## src/rtl/ras_ckpt_ctrl_if.sv

```systemverilog
// ras_ckpt_ctrl_if
//   Groups the prediction, resolution and RAS command signals of the RAS
//   speculation controller into one bundle.
//   master : environment side (fetch/EX drive predictions and resolutions,
//            observe RAS commands and stall/occupancy status)
//   slave  : controller side (ras_ckpt_ctrl)
//   Parameters: PTR_W (RAS pointer width), CNT_W (checkpoint count width).
interface ras_ckpt_ctrl_if #(
    parameter int PTR_W = 5,
    parameter int CNT_W = 4
);
    logic             BPU__Stall;
    logic             Pred_Valid;
    logic             Pred_Is_Call;
    logic             Pred_Is_Ret;
    logic [31:0]      Pred_Next_PC;
    logic             Res_Valid;
    logic             Res_Mispredict;
    logic             Flush;
    logic             RAS_Push;
    logic [31:0]      RAS_Push_Addr;
    logic             RAS_Pop;
    logic             RAS_Restore;
    logic [PTR_W-1:0] RAS_Restore_TOS;
    logic             Ckpt_Full;
    logic             Ctrl_Stall;
    logic [CNT_W-1:0] Ckpt_Count;

    modport master (
        output BPU__Stall, Pred_Valid, Pred_Is_Call, Pred_Is_Ret, Pred_Next_PC,
        output Res_Valid, Res_Mispredict, Flush,
        input  RAS_Push, RAS_Push_Addr, RAS_Pop, RAS_Restore, RAS_Restore_TOS,
        input  Ckpt_Full, Ctrl_Stall, Ckpt_Count
    );

    modport slave (
        input  BPU__Stall, Pred_Valid, Pred_Is_Call, Pred_Is_Ret, Pred_Next_PC,
        input  Res_Valid, Res_Mispredict, Flush,
        output RAS_Push, RAS_Push_Addr, RAS_Pop, RAS_Restore, RAS_Restore_TOS,
        output Ckpt_Full, Ctrl_Stall, Ckpt_Count
    );
endinterface

```

## src/rtl/ras_ckpt_ctrl.sv

```systemverilog
// ras_ckpt_ctrl
//   Speculation controller for the BPU return address stack. Accepted fetch
//   CALL/RET predictions become registered RAS push/pop commands one cycle
//   later; the pre-update speculative TOS of every in-flight CALL/RET is kept
//   in a checkpoint FIFO. An EX mispredict on the oldest entry restores the
//   RAS TOS from its checkpoint (one-cycle RAS_Restore pulse) and then holds
//   fetch for two settle cycles so the RAS outputs are valid on resume.
// Ports
//   CLK, RST : clock (rising edge), synchronous active-high reset
//   bus      : ras_ckpt_ctrl_if.slave (prediction/resolution in, RAS commands,
//              Ckpt_Full, Ctrl_Stall, Ckpt_Count out)
// Configuration
//   RAS_UNDERFLOW_GUARD_EN : when defined, a shadow RAS occupancy (0..2**PTR_W)
//   is tracked and checkpointed; a RET accepted at occupancy 0 enqueues a
//   checkpoint but neither pops nor moves the speculative TOS.
module ras_ckpt_ctrl #(
    parameter int PTR_W = 5,
    parameter int DEPTH = 8,
    parameter int CNT_W = 4
) (
    input logic            CLK,
    input logic            RST,
    ras_ckpt_ctrl_if.slave bus
);
    localparam int              AW       = (DEPTH > 1) ? $clog2(DEPTH) : 1;
    localparam logic [CNT_W-1:0] FULL_CNT = CNT_W'(DEPTH);

    typedef enum logic [1:0] {
        IDLE   = 2'd0,
        REPAIR = 2'd1,
        SETTLE = 2'd2
    } state_t;

    state_t           state;
    logic             settle_cnt;
    logic [PTR_W-1:0] spec_tos;
    logic [AW-1:0]    rd_ptr;
    logic [AW-1:0]    wr_ptr;
    logic [CNT_W-1:0] ckpt_cnt;
    logic [PTR_W-1:0] q_tos [DEPTH];

    logic             push_p1;
    logic             pop_p1;
    logic [31:0]      push_addr_p1;
    logic             restore_p1;
    logic [PTR_W-1:0] restore_tos_p1;
    logic             stall_p1;

    logic             q_empty;
    logic             q_full;
    logic             mispred;
    logic             repair_go;
    logic             resolve_ok;
    logic             accept;
    logic             ret_ok;
    logic             do_push;
    logic             do_pop;
    logic [AW-1:0]    wr_base;

    assign q_empty    = (ckpt_cnt == '0);
    assign q_full     = (ckpt_cnt == FULL_CNT);
    assign mispred    = bus.Res_Valid & bus.Res_Mispredict;
    // A mispredict blocks same-cycle predictions even when it finds nothing to repair.
    assign repair_go  = mispred & ~q_empty & (state == IDLE);
    assign resolve_ok = bus.Res_Valid & ~bus.Res_Mispredict & ~q_empty;
    assign accept     = bus.Pred_Valid & ~bus.BPU__Stall & ~q_full &
                        (state == IDLE) & ~mispred;
    assign do_push    = accept & bus.Pred_Is_Call;
    assign do_pop     = accept & ~bus.Pred_Is_Call & bus.Pred_Is_Ret & ret_ok;
    // A flush empties the FIFO this cycle, so a same-cycle accept lands in slot 0.
    assign wr_base    = bus.Flush ? '0 : wr_ptr;

`ifdef RAS_UNDERFLOW_GUARD_EN
    localparam logic [PTR_W:0] OCC_MAX = {1'b1, {PTR_W{1'b0}}};
    logic [PTR_W:0] occ;
    logic [PTR_W:0] q_occ [DEPTH];

    assign ret_ok = (occ != '0);

    always_ff @(posedge CLK) begin
        if (RST) begin
            occ <= '0;
        end else if (repair_go) begin
            occ <= q_occ[rd_ptr];
        end else if (do_push) begin
            if (occ != OCC_MAX) occ <= occ + 1'b1;
        end else if (do_pop) begin
            occ <= occ - 1'b1;
        end
    end

    always_ff @(posedge CLK) begin
        if (accept) q_occ[wr_base] <= occ;
    end
`else
    assign ret_ok = 1'b1;
`endif

    // Checkpoint storage holds data only; validity is tracked by the pointers.
    always_ff @(posedge CLK) begin
        if (accept) q_tos[wr_base] <= spec_tos;
    end

    always_ff @(posedge CLK) begin
        if (RST) begin
            spec_tos <= '0;
            rd_ptr   <= '0;
            wr_ptr   <= '0;
            ckpt_cnt <= '0;
        end else begin
            if (repair_go)    spec_tos <= q_tos[rd_ptr];
            else if (do_push) spec_tos <= spec_tos + 1'b1;
            else if (do_pop)  spec_tos <= spec_tos - 1'b1;

            // Mispredict outranks flush; both discard every in-flight entry.
            if (repair_go) begin
                rd_ptr   <= '0;
                wr_ptr   <= '0;
                ckpt_cnt <= '0;
            end else if (bus.Flush) begin
                rd_ptr   <= '0;
                wr_ptr   <= accept ? AW'(1) : '0;
                ckpt_cnt <= accept ? CNT_W'(1) : '0;
            end else begin
                if (resolve_ok) rd_ptr <= rd_ptr + 1'b1;
                if (accept)     wr_ptr <= wr_ptr + 1'b1;
                ckpt_cnt <= ckpt_cnt + CNT_W'(accept) - CNT_W'(resolve_ok);
            end
        end
    end

    // ---- p1: registered RAS commands, one cycle after acceptance ----
    always_ff @(posedge CLK) begin
        if (RST) begin
            push_p1      <= 1'b0;
            pop_p1       <= 1'b0;
            push_addr_p1 <= '0;
        end else begin
            push_p1 <= do_push;
            pop_p1  <= do_pop;
            if (do_push) push_addr_p1 <= bus.Pred_Next_PC;
        end
    end

    // Repair sequencer: REPAIR (restore pulse) then two SETTLE cycles, stall throughout.
    always_ff @(posedge CLK) begin
        if (RST) begin
            state          <= IDLE;
            settle_cnt     <= 1'b0;
            restore_p1     <= 1'b0;
            restore_tos_p1 <= '0;
            stall_p1       <= 1'b0;
        end else begin
            case (state)
                IDLE: begin
                    if (repair_go) begin
                        state          <= REPAIR;
                        restore_p1     <= 1'b1;
                        restore_tos_p1 <= q_tos[rd_ptr];
                        stall_p1       <= 1'b1;
                    end
                end
                REPAIR: begin
                    state      <= SETTLE;
                    restore_p1 <= 1'b0;
                    settle_cnt <= 1'b0;
                end
                SETTLE: begin
                    if (settle_cnt) begin
                        state    <= IDLE;
                        stall_p1 <= 1'b0;
                    end else begin
                        settle_cnt <= 1'b1;
                    end
                end
                default: begin
                    state      <= IDLE;
                    restore_p1 <= 1'b0;
                    stall_p1   <= 1'b0;
                end
            endcase
        end
    end

    assign bus.RAS_Push        = push_p1;
    assign bus.RAS_Push_Addr   = push_addr_p1;
    assign bus.RAS_Pop         = pop_p1;
    assign bus.RAS_Restore     = restore_p1;
    assign bus.RAS_Restore_TOS = restore_tos_p1;
    assign bus.Ckpt_Full       = q_full;
    assign bus.Ctrl_Stall      = stall_p1;
    assign bus.Ckpt_Count      = ckpt_cnt;
endmodule

```

## src/flat_wrapper.sv

```systemverilog
// flat-port wrapper written by rule: the top's interface ports become plain ports
module ras_ckpt_ctrl_flat 
#(
    parameter int PTR_W = 5,
    parameter int DEPTH = 8,
    parameter int CNT_W = 4
)
  (CLK, RST, bus_BPU__Stall, bus_Pred_Valid, bus_Pred_Is_Call, bus_Pred_Is_Ret, bus_Pred_Next_PC, bus_Res_Valid, bus_Res_Mispredict, bus_Flush, bus_RAS_Push, bus_RAS_Push_Addr, bus_RAS_Pop, bus_RAS_Restore, bus_RAS_Restore_TOS, bus_Ckpt_Full, bus_Ctrl_Stall, bus_Ckpt_Count);
  ras_ckpt_ctrl_if #(.PTR_W(PTR_W), .CNT_W(CNT_W)) bus_i ();
  input logic CLK;
  input logic RST;
  input wire logic [$bits(bus_i.BPU__Stall)-1:0] bus_BPU__Stall;
  input wire logic [$bits(bus_i.Pred_Valid)-1:0] bus_Pred_Valid;
  input wire logic [$bits(bus_i.Pred_Is_Call)-1:0] bus_Pred_Is_Call;
  input wire logic [$bits(bus_i.Pred_Is_Ret)-1:0] bus_Pred_Is_Ret;
  input wire logic [$bits(bus_i.Pred_Next_PC)-1:0] bus_Pred_Next_PC;
  input wire logic [$bits(bus_i.Res_Valid)-1:0] bus_Res_Valid;
  input wire logic [$bits(bus_i.Res_Mispredict)-1:0] bus_Res_Mispredict;
  input wire logic [$bits(bus_i.Flush)-1:0] bus_Flush;
  output wire logic [$bits(bus_i.RAS_Push)-1:0] bus_RAS_Push;
  output wire logic [$bits(bus_i.RAS_Push_Addr)-1:0] bus_RAS_Push_Addr;
  output wire logic [$bits(bus_i.RAS_Pop)-1:0] bus_RAS_Pop;
  output wire logic [$bits(bus_i.RAS_Restore)-1:0] bus_RAS_Restore;
  output wire logic [$bits(bus_i.RAS_Restore_TOS)-1:0] bus_RAS_Restore_TOS;
  output wire logic [$bits(bus_i.Ckpt_Full)-1:0] bus_Ckpt_Full;
  output wire logic [$bits(bus_i.Ctrl_Stall)-1:0] bus_Ctrl_Stall;
  output wire logic [$bits(bus_i.Ckpt_Count)-1:0] bus_Ckpt_Count;
  assign bus_i.BPU__Stall = bus_BPU__Stall;
  assign bus_i.Pred_Valid = bus_Pred_Valid;
  assign bus_i.Pred_Is_Call = bus_Pred_Is_Call;
  assign bus_i.Pred_Is_Ret = bus_Pred_Is_Ret;
  assign bus_i.Pred_Next_PC = bus_Pred_Next_PC;
  assign bus_i.Res_Valid = bus_Res_Valid;
  assign bus_i.Res_Mispredict = bus_Res_Mispredict;
  assign bus_i.Flush = bus_Flush;
  assign bus_RAS_Push = bus_i.RAS_Push;
  assign bus_RAS_Push_Addr = bus_i.RAS_Push_Addr;
  assign bus_RAS_Pop = bus_i.RAS_Pop;
  assign bus_RAS_Restore = bus_i.RAS_Restore;
  assign bus_RAS_Restore_TOS = bus_i.RAS_Restore_TOS;
  assign bus_Ckpt_Full = bus_i.Ckpt_Full;
  assign bus_Ctrl_Stall = bus_i.Ctrl_Stall;
  assign bus_Ckpt_Count = bus_i.Ckpt_Count;
  ras_ckpt_ctrl #(.PTR_W(PTR_W), .DEPTH(DEPTH), .CNT_W(CNT_W)) u_core (.CLK(CLK), .RST(RST), .bus(bus_i));
endmodule
```

## config.mk

```make
export PLATFORM = sky130hd
export DESIGN_NAME = ras_ckpt_ctrl_flat
export DESIGN_NICKNAME = d
export VERILOG_FILES = /design/src/rtl/ras_ckpt_ctrl_if.sv /design/src/rtl/ras_ckpt_ctrl.sv /design/src/flat_wrapper.sv
export SDC_FILE = /design/constraint.sdc
export NUM_CORES = 1
export LEC_CHECK = 0
export ABC_AREA = 1
export CAP_MARGIN = 25
export CORE_ASPECT_RATIO = 2
export CORE_MARGIN = 8
export CORE_UTILIZATION = 30
export DETAILED_ROUTE_END_ITERATION = 10
export DONT_BUFFER_PORTS = 1
export GPL_TIMING_DRIVEN = 1
export SLEW_MARGIN = 25
export SYNTH_ARGS = -nofsm -noshare
export SYNTH_HDL_FRONTEND = slang
export SYNTH_SLANG_ARGS = --single-unit
export TNS_END_PERCENT = 50
```

## constraint.sdc

```tcl
create_clock -name CLK -period 4.46 [get_ports CLK]
set_input_delay 0.669 -clock CLK [delete_from_list [all_inputs] [get_ports CLK]]
set_output_delay 0.669 -clock CLK [all_outputs]
set_load 0.02 [all_outputs]
```

## Yosys cells after proc, flatten, opt, wreduce, memory -nomap -nowiden

Memories as Yosys holds them, arrays and structs flattened. A register that Yosys moved wholly into a read port is not among the register bits.
Cells that the tools add are included.

| word-level totals | value |
|---|---|
| register bits | 59 |
| bits in latches | 0 |
| ROM bits | 0 |
| output and inout port bits | 46 |
| RAM bits | 40 |
| logic and storage cells | 76 |
| memories kept | 1 |

| operators by class | value |
|---|---|
| $add $sub $neg | 6 |
| multipliers | 0 |
| magnitude comparators | 0 |
| shifts and indexed selects | 0 |
| multiplexer cells | 21 |
| reduce and logical (&&, ||, !) cells | 11 |
| bitwise logic cells | 20 |
| divide/modulo/power cells | 0 |
| equal/unequal tests | 5 |

Memory list:

| name | words | bits a word | rd ports | clocked after Yosys merged registers in | write ports | RTL line | source |
|---|---|---|---|---|---|---|---|
| u_core.q_tos | 8 | 5 | 1 | 1 | 1 | ras_ckpt_ctrl.sv:40 | `logic [PTR_W-1:0] q_tos [DEPTH];` |

Operators by type and width:

| cell | count |
|---|---|
| $mux W3 | 5 |
| $mux W5 | 3 |
| $and A1 B1 Y1 | 12 |
| $not A1 Y1 | 8 |
| $add A3 B1 Y3 const B | 2 |
| $mux W1 | 6 |
| $pmux W2 S3 | 1 |
| $reduce_and A2 Y1 | 3 |
| $add A5 B1 Y5 const B | 1 |
| $sub A5 B1 Y5 const B | 1 |
| $add A4 B1 Y4 | 1 |
| $eq A4 B4 Y1 const B | 1 |
| $logic_not A4 Y1 | 1 |
| $mux W2 | 2 |
| $mux W4 | 1 |
| $ne A2 B1 Y1 const B | 2 |
| $pmux W1 S2 | 2 |
| $reduce_bool A2 Y1 | 2 |
| $sub A4 B1 Y4 | 1 |
| $pmux W1 S3 | 1 |
| $reduce_and A3 Y1 | 1 |
| $reduce_bool A3 Y1 | 1 |
| $reduce_or A3 Y1 | 1 |
| $eq A2 B1 Y1 const B | 1 |
| 3 further kinds | 3 |

## Logic depth before layout (Yosys ltp)

Gate-level depths: netlist (run 1).

| depth | value |
|---|---|
| word-level depth | 10 |
| mapped depth | 16 |
| mapped depth without buffers | 15 |

## Least setup slack after synthesis (run 1)

Ideal clock, no wire load.

| path | value |
|---|---|
| path kind | input -> register |
| from | in bus_BPU__Stall |
| to | reg u_core.spec_tos[4] |
| buffers on the path | 1 |
| path slack | 2.178 ns |
| stages on the path | 13 |
| required time | 4.394 ns |
| arrival | 2.216 ns |
| cell sequence | inv_1 > nand3_2 > nor2_4 > nand3_4 > buf_2 > ha_1 > a21oi_1 > nand2_1 > nand2_1 > nand2_1 > nand2_1 > nand3_1 > a21oi_2 |

| between the ends | value |
|---|---|
| word-level cells in the longest chain between the ends | 8 |
| elaborated cells between the ends (all ways) | 11 |

Ends and longest elaborated chain:

| element | RTL line | source |
|---|---|---|
| from (decl) | flat_wrapper.sv:12 | `input wire logic [$bits(bus_i.BPU__Stall)-1:0] bus_BPU__Stall;` |
| $not A1 Y1 (*) | ras_ckpt_ctrl.sv:66 | `assign accept = bus.Pred_Valid & ~bus.BPU__Stall & ~q_full &` |
| $and A1 B1 Y1 (*) (3 in a row) | ras_ckpt_ctrl.sv:66 |  |
| $and A1 B1 Y1 (*) | ras_ckpt_ctrl.sv:67 | `(state == IDLE) & ~mispred;` |
| $and A1 B1 Y1, on equally long branches | ras_ckpt_ctrl.sv:69, ras_ckpt_ctrl.sv:68 |  |
| $and A1 B1 Y1 / $mux W5 (equally long branches) | ras_ckpt_ctrl.sv:69, ras_ckpt_ctrl.sv:112 |  |
| $reduce_bool A3 Y1 (no line) / $mux W5 (equally long branches) | - |  |
| to (signal assigned) | ras_ckpt_ctrl.sv:111 | `if (repair_go) spec_tos <= q_tos[rd_ptr];` |
| to (signal assigned) | ras_ckpt_ctrl.sv:112 | `else if (do_push) spec_tos <= spec_tos + 1'b1;` |
| to (signal assigned) | ras_ckpt_ctrl.sv:113 | `else if (do_pop) spec_tos <= spec_tos - 1'b1;` |
| to (decl) | ras_ckpt_ctrl.sv:36 | `logic [PTR_W-1:0] spec_tos;` |

Every way passes the cells marked *; elsewhere a longest branch is shown, timed or not.
A chain may end at the register's enable or synchronous reset.

## Final worst setup path (run 1)

| path | value |
|---|---|
| from | reg u_core.ckpt_cnt[2], in the netlist u_core.bus.Ckpt_Count[2] |
| to | reg u_core.spec_tos[4] |

| between the ends | value |
|---|---|
| word-level cells in the longest chain between the ends | 8 |
| elaborated cells between the ends (all ways) | 15 |

Ends and longest elaborated chain:

| element | RTL line | source |
|---|---|---|
| from (decl) | ras_ckpt_ctrl.sv:39 | `logic [CNT_W-1:0] ckpt_cnt;` |
| from (signal assigned) | ras_ckpt_ctrl.sv:123 | `ckpt_cnt <= accept ? CNT_W'(1) : '0;` |
| from (signal assigned) | ras_ckpt_ctrl.sv:127 | `ckpt_cnt <= ckpt_cnt + CNT_W'(accept) - CNT_W'(resolve_ok);` |
| $eq A4 B4 Y1 | ras_ckpt_ctrl.sv:61 | `assign q_full = (ckpt_cnt == FULL_CNT);` |
| $not A1 Y1 | ras_ckpt_ctrl.sv:66 |  |
| $and A1 B1 Y1 (2 in a row) | ras_ckpt_ctrl.sv:66 |  |
| $and A1 B1 Y1 | ras_ckpt_ctrl.sv:67 |  |
| $and A1 B1 Y1, on equally long branches | ras_ckpt_ctrl.sv:69, ras_ckpt_ctrl.sv:68 |  |
| $and A1 B1 Y1 / $mux W5 (equally long branches) | ras_ckpt_ctrl.sv:69, ras_ckpt_ctrl.sv:112 |  |
| $reduce_bool A3 Y1 (no line) / $mux W5 (equally long branches) | - |  |

Parallel ways exist; a longest one is shown, timed or not.

==> results of run 1 <==
through the flow:
step	power, uW	setup slack, ns	instance area (um^2)
finish	2300	1.60	4770
global route	2420	1.26	4770
CTS	2310	1.57	4770
detailed placement	1530	1.57	4470
global placement	1520	1.68	4470
floorplan	1440	2.18	4340
layout make-up:
type,instances,share of cell area
inverters,40,0.0320
well taps,192,0.0504
clock inverters,7,0.0150
flip-flops and latches,102,0.512
clock buffers,9,0.0473
multi-input cells,328,0.343
power by group through the flow:
stage / clock, uW / sequential, uW / combinational [uW]
6_report: 786 / 1140 / 370
5_1_grt: 836 / 1150 / 439
3_3_place_gp: 0 / 1160 / 356
2_1_floorplan: 0 / 1130 / 311
3_5_place_dp: 0 / 1160 / 371
4_1_cts: 798 / 1140 / 374
per-layer routing:
| layer | track usage | wire, um | vias to the layer above |
|---|---|---|---|
| met5 | 0 | 0 | - |
| met4 | 0.0691 | 335 | 0 |
| met3 | 0.0300 | 623 | 24 |
| met2 | 0.206 | 5630 | 92 |
| met1 | 0.105 | 3650 | 1485 |
| li1 | - | - | 1582 |
cells in the final DEF (no fill, tap or decap), drive strengths merged, types with 6 or more instances in the layout:
cell type / Yosys / layout
nand2: 135 / 135
edfxtp: 40 / 40
a21oi: 48 / 48
o21ai: 23 / 23
clkbuf: 8 / 9
nor3: 6 / 6
ha: 16 / 16
nor2: 54 / 54
nand3: 32 / 32
inv: 39 / 42
dfxtp: 62 / 62
worst max-delay path: stages, from the launching register on:
cell and delay [ns]:
dfxtp_1 0.45, inv_1 0.12, ha_1 0.21, nand3_1 0.24, nand3_4 0.40, inv_4 0.44
fa_1 0.24, inv_1 0.06, nand3_1 0.12, nand2_1 0.09, nand2_1 0.07, nand2_1 0.05
nand2_1 0.05, nand3_1 0.10, a21oi_2 0.13
path summary, 6_finish.rpt:
check,startpoint,endpoint,depth (start not counted)
worst max-delay path,u_core.bus.Ckpt_Count[2],u_core.spec_tos[4],14
worst min-delay path,RST,u_core.bus.RAS_Push_Addr[18],1
worst max register to register,u_core.bus.Ckpt_Count[2],u_core.spec_tos[4],14
worst min register to register,u_core.rd_ptr[1],u_core.rd_ptr[1],2
kinds of logic after synthesis:
group                    after synthesis  share of synthesized area
AO/OA/AOI/OAI                         76                     0.0915
XOR/XNOR                               3                    0.00606
flip-flops                           102                      0.563
buffers and inverters                 59                     0.0597
adder cells (fa/ha/maj)               18                     0.0554
AND/OR/NAND/NOR                      231                      0.224
flip-flops by register name, summed over array words and instances, names as in the netlist, 2 cells and up, named ones only:
signal	cells
u_core.q_tos	40
u_core.bus.RAS_Push_Addr	32
u_core.bus.RAS_Restore_TOS	5
u_core.spec_tos	5
u_core.bus.Ckpt_Count	4
u_core.rd_ptr	3
u_core.wr_ptr	3
u_core.state	2
==> impl_metrics.toml, run 1 <==
[pwr]
p_seq_frac = 0.497
p_comb_frac = 0.161
power.switching_uw = 688
power_report.internal_total_uw = 1610
ir_worst_vdd_mv = 0.323
p_sw_frac = 0.299
p_leak_uw = 0.00176
power_density_nw_per_um2 = 482
clkPwrFrac = 0.342

[timing]
setup_violations = 0
rsz0062_at_grt = "false"
setup-tns-final_ns = 0
finalMaxSlewViolations = 0
holdWs_ns = 0.387
max_slew_margin = 0.376
fmax_mhz = 350
tightest_slew_ns = 0.929
min_period_ns = 2.86
hold_violations = 0
finalCritPeriodShare = 0.641
final.setup_skew_ns = 0.00640

[critical_path]
cp_data_required_time_ns = 4.74
worst-path-max-fanout = 38
critPathArrivalTime_ns = 3.14
reg2reg_slack_ns = 1.60
worstSetupPathType = "flop to flop"
worstSetupStartpointType = "flop"
cp-end-kind = "flop"

[detailed_routing]
wl_mm = 10.2
num_vias = 3183
remaining_drc_errors = 0
drt-initial-drc-count = 224
via_per_inst = 4.69
first_pass_iters = 4
wl_per_cell_um = 15.1
ant_nets = 0

[layout]
multi_input_area_um2 = 1630
final_util = 0.334
fin_cells = 678
nFillCells = 1502
nets = 540
drive_above_1_share = 0.0576
ff_latch_area_um2 = 2440
antennaDiodeCount = 0
area_growth_pct = 9.93

[synth]
synth_common_cells = "134 x nand2_1, 62 x dfxtp_1, 52 x nor2_1, 47 x a21oi_1, 40 x edfxtp_1"
ys_seq_elements = 102
syn_inst = 489
netlist.area_leader.share = 0.286
ys_seq_area_frac = 0.563
netlist_top_cells_area = "dfxtp_1 29%, edfxtp_1 28%, nand2_1 12%"
synth_nets = 548
synth_top_area_cell = "dfxtp_1"
synth_ff_type = "dfxtp_1"
synth_edf_count = 40
synth.distinct_cells = 30
async_flop_share = 0
avgSynthCellArea_um2 = 8.87
syn_area_um2 = 4340
yosys_warnings = 0
yosysMostFrequentCell = "nand2_1"

[worst_hold_path]
hold_path.class = "input port to flop"

[clock_network]
clkSinkCount = 102
cts_tree = "yes"
clkTransAtPathRegs_ns = 0.07
numCtsBuffers = 9
cts_setup_buffers = 0
cts_resized = 0
clk_latency_ns = 0.34
hold_buffers = 0
clockRootBuffer = "clkbuf_16"
htree_levels = 3
clk_path_buf_depth = 2

[place]
dp.cells = 662
routabilityCongestion = 0.828
dpl.hpwl_mm = 7.65
io_buffers = 0

[die]
initial_core_util = 0.304
die_area_um2 = 18800
core_area_um2 = 14300
die_w_um = 101
num_rows = 62
io_pins = 87
die_h_um = 186

[global_routing]
grt_max_degree = 42
grt_use_total = 0.111
antenna_found_initial = 0
grt_pass1_wl_mm = 16.2
grt_pass1_vias = 3232
grt-ovfl-total = 0

[job]
maxCapViolCount = 0

[outcome]
status = "completed"
No activity file was read; power rests on OpenSTA's default activity.
==> run 2: changes to the inputs <==
clock period = 2.6 ns   (was 4.46 ns; I/O delays follow)
==> run 2 against run 1 <==
Global-route usage grew 0.083 points. Register-to-register slack lost 1.4 ns. Non-clock buffer count grew 18. Utilization grew 0.96 points. Critical path type unchanged. Largest cell class unchanged.
==> impl_metrics.toml, run 2 (synthesis gave the netlist of run 1 again) <==
[outcome]
status = "completed"

[layout]
final_util = 0.343
drive_above_1_share = 0.0893
area_growth_pct = 13.1
final_cell_mix = "134 x nand2_1, 62 x dfxtp_1, 52 x nor2_1"
top_register = "u_core.q_tos"
antennaDiodeCount = 0
nets = 558
largest_reg_flops = 40
fin_cells = 696
final_common_cell = "nand2_1"

[die]
die_w_um = 101
initial_core_util = 0.304
core_area_um2 = 14300
io_pins = 87
die_h_um = 186
die_area_um2 = 18800
num_rows = 62

[critical_path]
cp-end-kind = "flop"
worst-path-max-fanout = 13
critPathBufInv = 1
path_cells = "inv_1, ha_1, nand3_2, nor2_4, nand3_4, ha_1, a21oi_1, nand2_1, nand2_1, nand2_1, nand2_1, nand3_1, a21oi_2"
cpPeakStageDelay_ns = 0.39
worstSetupStartpointType = "flop"
cp_slowest_cell = "ha_1"
worstSetupPathType = "flop to flop"
critPathArrivalTime_ns = 2.65
cp_common_cell = "nand2_1"
path_delay_family = "simple AND/OR/NAND/NOR gates"
cp_data_required_time_ns = 2.88

[timing]
holdWs_ns = 0.109
finalCritPeriodShare = 0.914
finalMaxSlewViolations = 0
hold_violations = 0
setup-tns-final_ns = 0
final.setup_skew_ns = 0.00683
rsz0062_at_grt = "false"
setup_violations = 0
tightest_slew_ns = 0.604
max_slew_margin = 0.593
min_period_ns = 2.38
fmax_mhz = 421

[place]
routabilityCongestion = 0.891
io_buffers = 0
dp.cells = 680
dpl.hpwl_mm = 8.08

[clock_network]
clkTransAtPathRegs_ns = 0.06
clockRootBuffer = "clkbuf_16"
htree_levels = 3
cts_tree = "yes"
cts_resized = 0
cts_setup_buffers = 0
clk_path_buf_depth = 2
clk_latency_ns = 0.34
clkSinkCount = 102
hold_buffers = 0
numCtsBuffers = 9

[global_routing]
grt-ovfl-total = 0
grt_pass1_wl_mm = 16.1
antenna_found_initial = 0
grt_pass1_vias = 3293
grt_use_total = 0.112
grt_max_degree = 42

[detailed_routing]
wl_per_cell_um = 15.0
remaining_drc_errors = 0
num_vias = 3251
ant_nets = 0
wl_mm = 10.5
first_pass_iters = 4
via_per_inst = 4.67
drt-initial-drc-count = 154

[pwr]
p_leak_uw = 0.00186
ir_worst_vdd_mv = 0.558
power_density_nw_per_um2 = 801
p_sw_frac = 0.289
power_report.internal_total_uw = 2790
power.switching_uw = 1130
clkPwrFrac = 0.333
power.total_uw = 3930
p_seq_frac = 0.491
p_comb_frac = 0.177

[worst_hold_path]
hold_path.class = "input port to flop"

[job]
maxCapViolCount = 0
-- run 2: cell count changes in the layout (fill, tap and decap cells not counted), sizes merged --
cell      previous run  this run
bufinv               1         0
inv                 42        39
clkbuf               9        14
clkinvlp             1         0
buf                  0        18
-- run 2: layout make-up --
type | count | area, um^2
Clock inverter | 2 | 12.5
Tap cell | 192 | 240
Clock buffer | 14 | 285
Inverter | 40 | 153
Timing Repair Buffer | 18 | 135
Fill cell | 1498 | 9370
Multi-Input combinational cell | 328 | 1630
Sequential cell | 102 | 2440
-- run 2: worst paths after layout --
path	slack [ns]	from	cells after the start	endpoint
max	0.22	u_core.state[0]	13	u_core.spec_tos[4]
min	0.11	RST	1	u_core.bus.RAS_Push_Addr[15]
max reg2reg	0.22	u_core.state[0]	13	u_core.spec_tos[4]
min reg2reg	0.50	u_core.rd_ptr[1]	2	u_core.rd_ptr[1]
-- run 2: worst register-to-register path, cell delays in order, from the launching register on --
cell and delay [ns]:
dfxtp_1 0.33, inv_1 0.13, ha_1 0.24, nand3_2 0.12
nor2_4 0.15, nand3_4 0.18, ha_1 0.39, a21oi_1 0.24
nand2_1 0.11, nand2_1 0.08, nand2_1 0.06, nand2_1 0.06
nand3_1 0.09, a21oi_2 0.14
-- run 2: power groups by stage --
stage	Clock [uW]	Combinational [uW]	Sequential, uW
2_1_floorplan	0	534	1940
3_5_place_dp	0	695	1970
3_3_place_gp	0	669	1960
6_report	1310	693	1930
5_1_grt	1390	795	1940
4_1_cts	1340	699	1930
-- run 2: layer usage --
metal,GRT usage,vias up,wire (um)
li1,-,1618,-
met1,0.0971,1509,3590
met4,0.0769,0,454
met5,0,-,0
met3,0.0378,32,604
met2,0.209,92,5830
-- run 2: per-stage QoR --
stage          setup WS, ns  area (um^2)
2_1_floorplan         0.320         4340
3_3_place_gp          0.367         4600
3_5_place_dp          0.235         4600
4_1_cts               0.215         4900
5_1_grt              0.0339         4900
6_report              0.224         4900
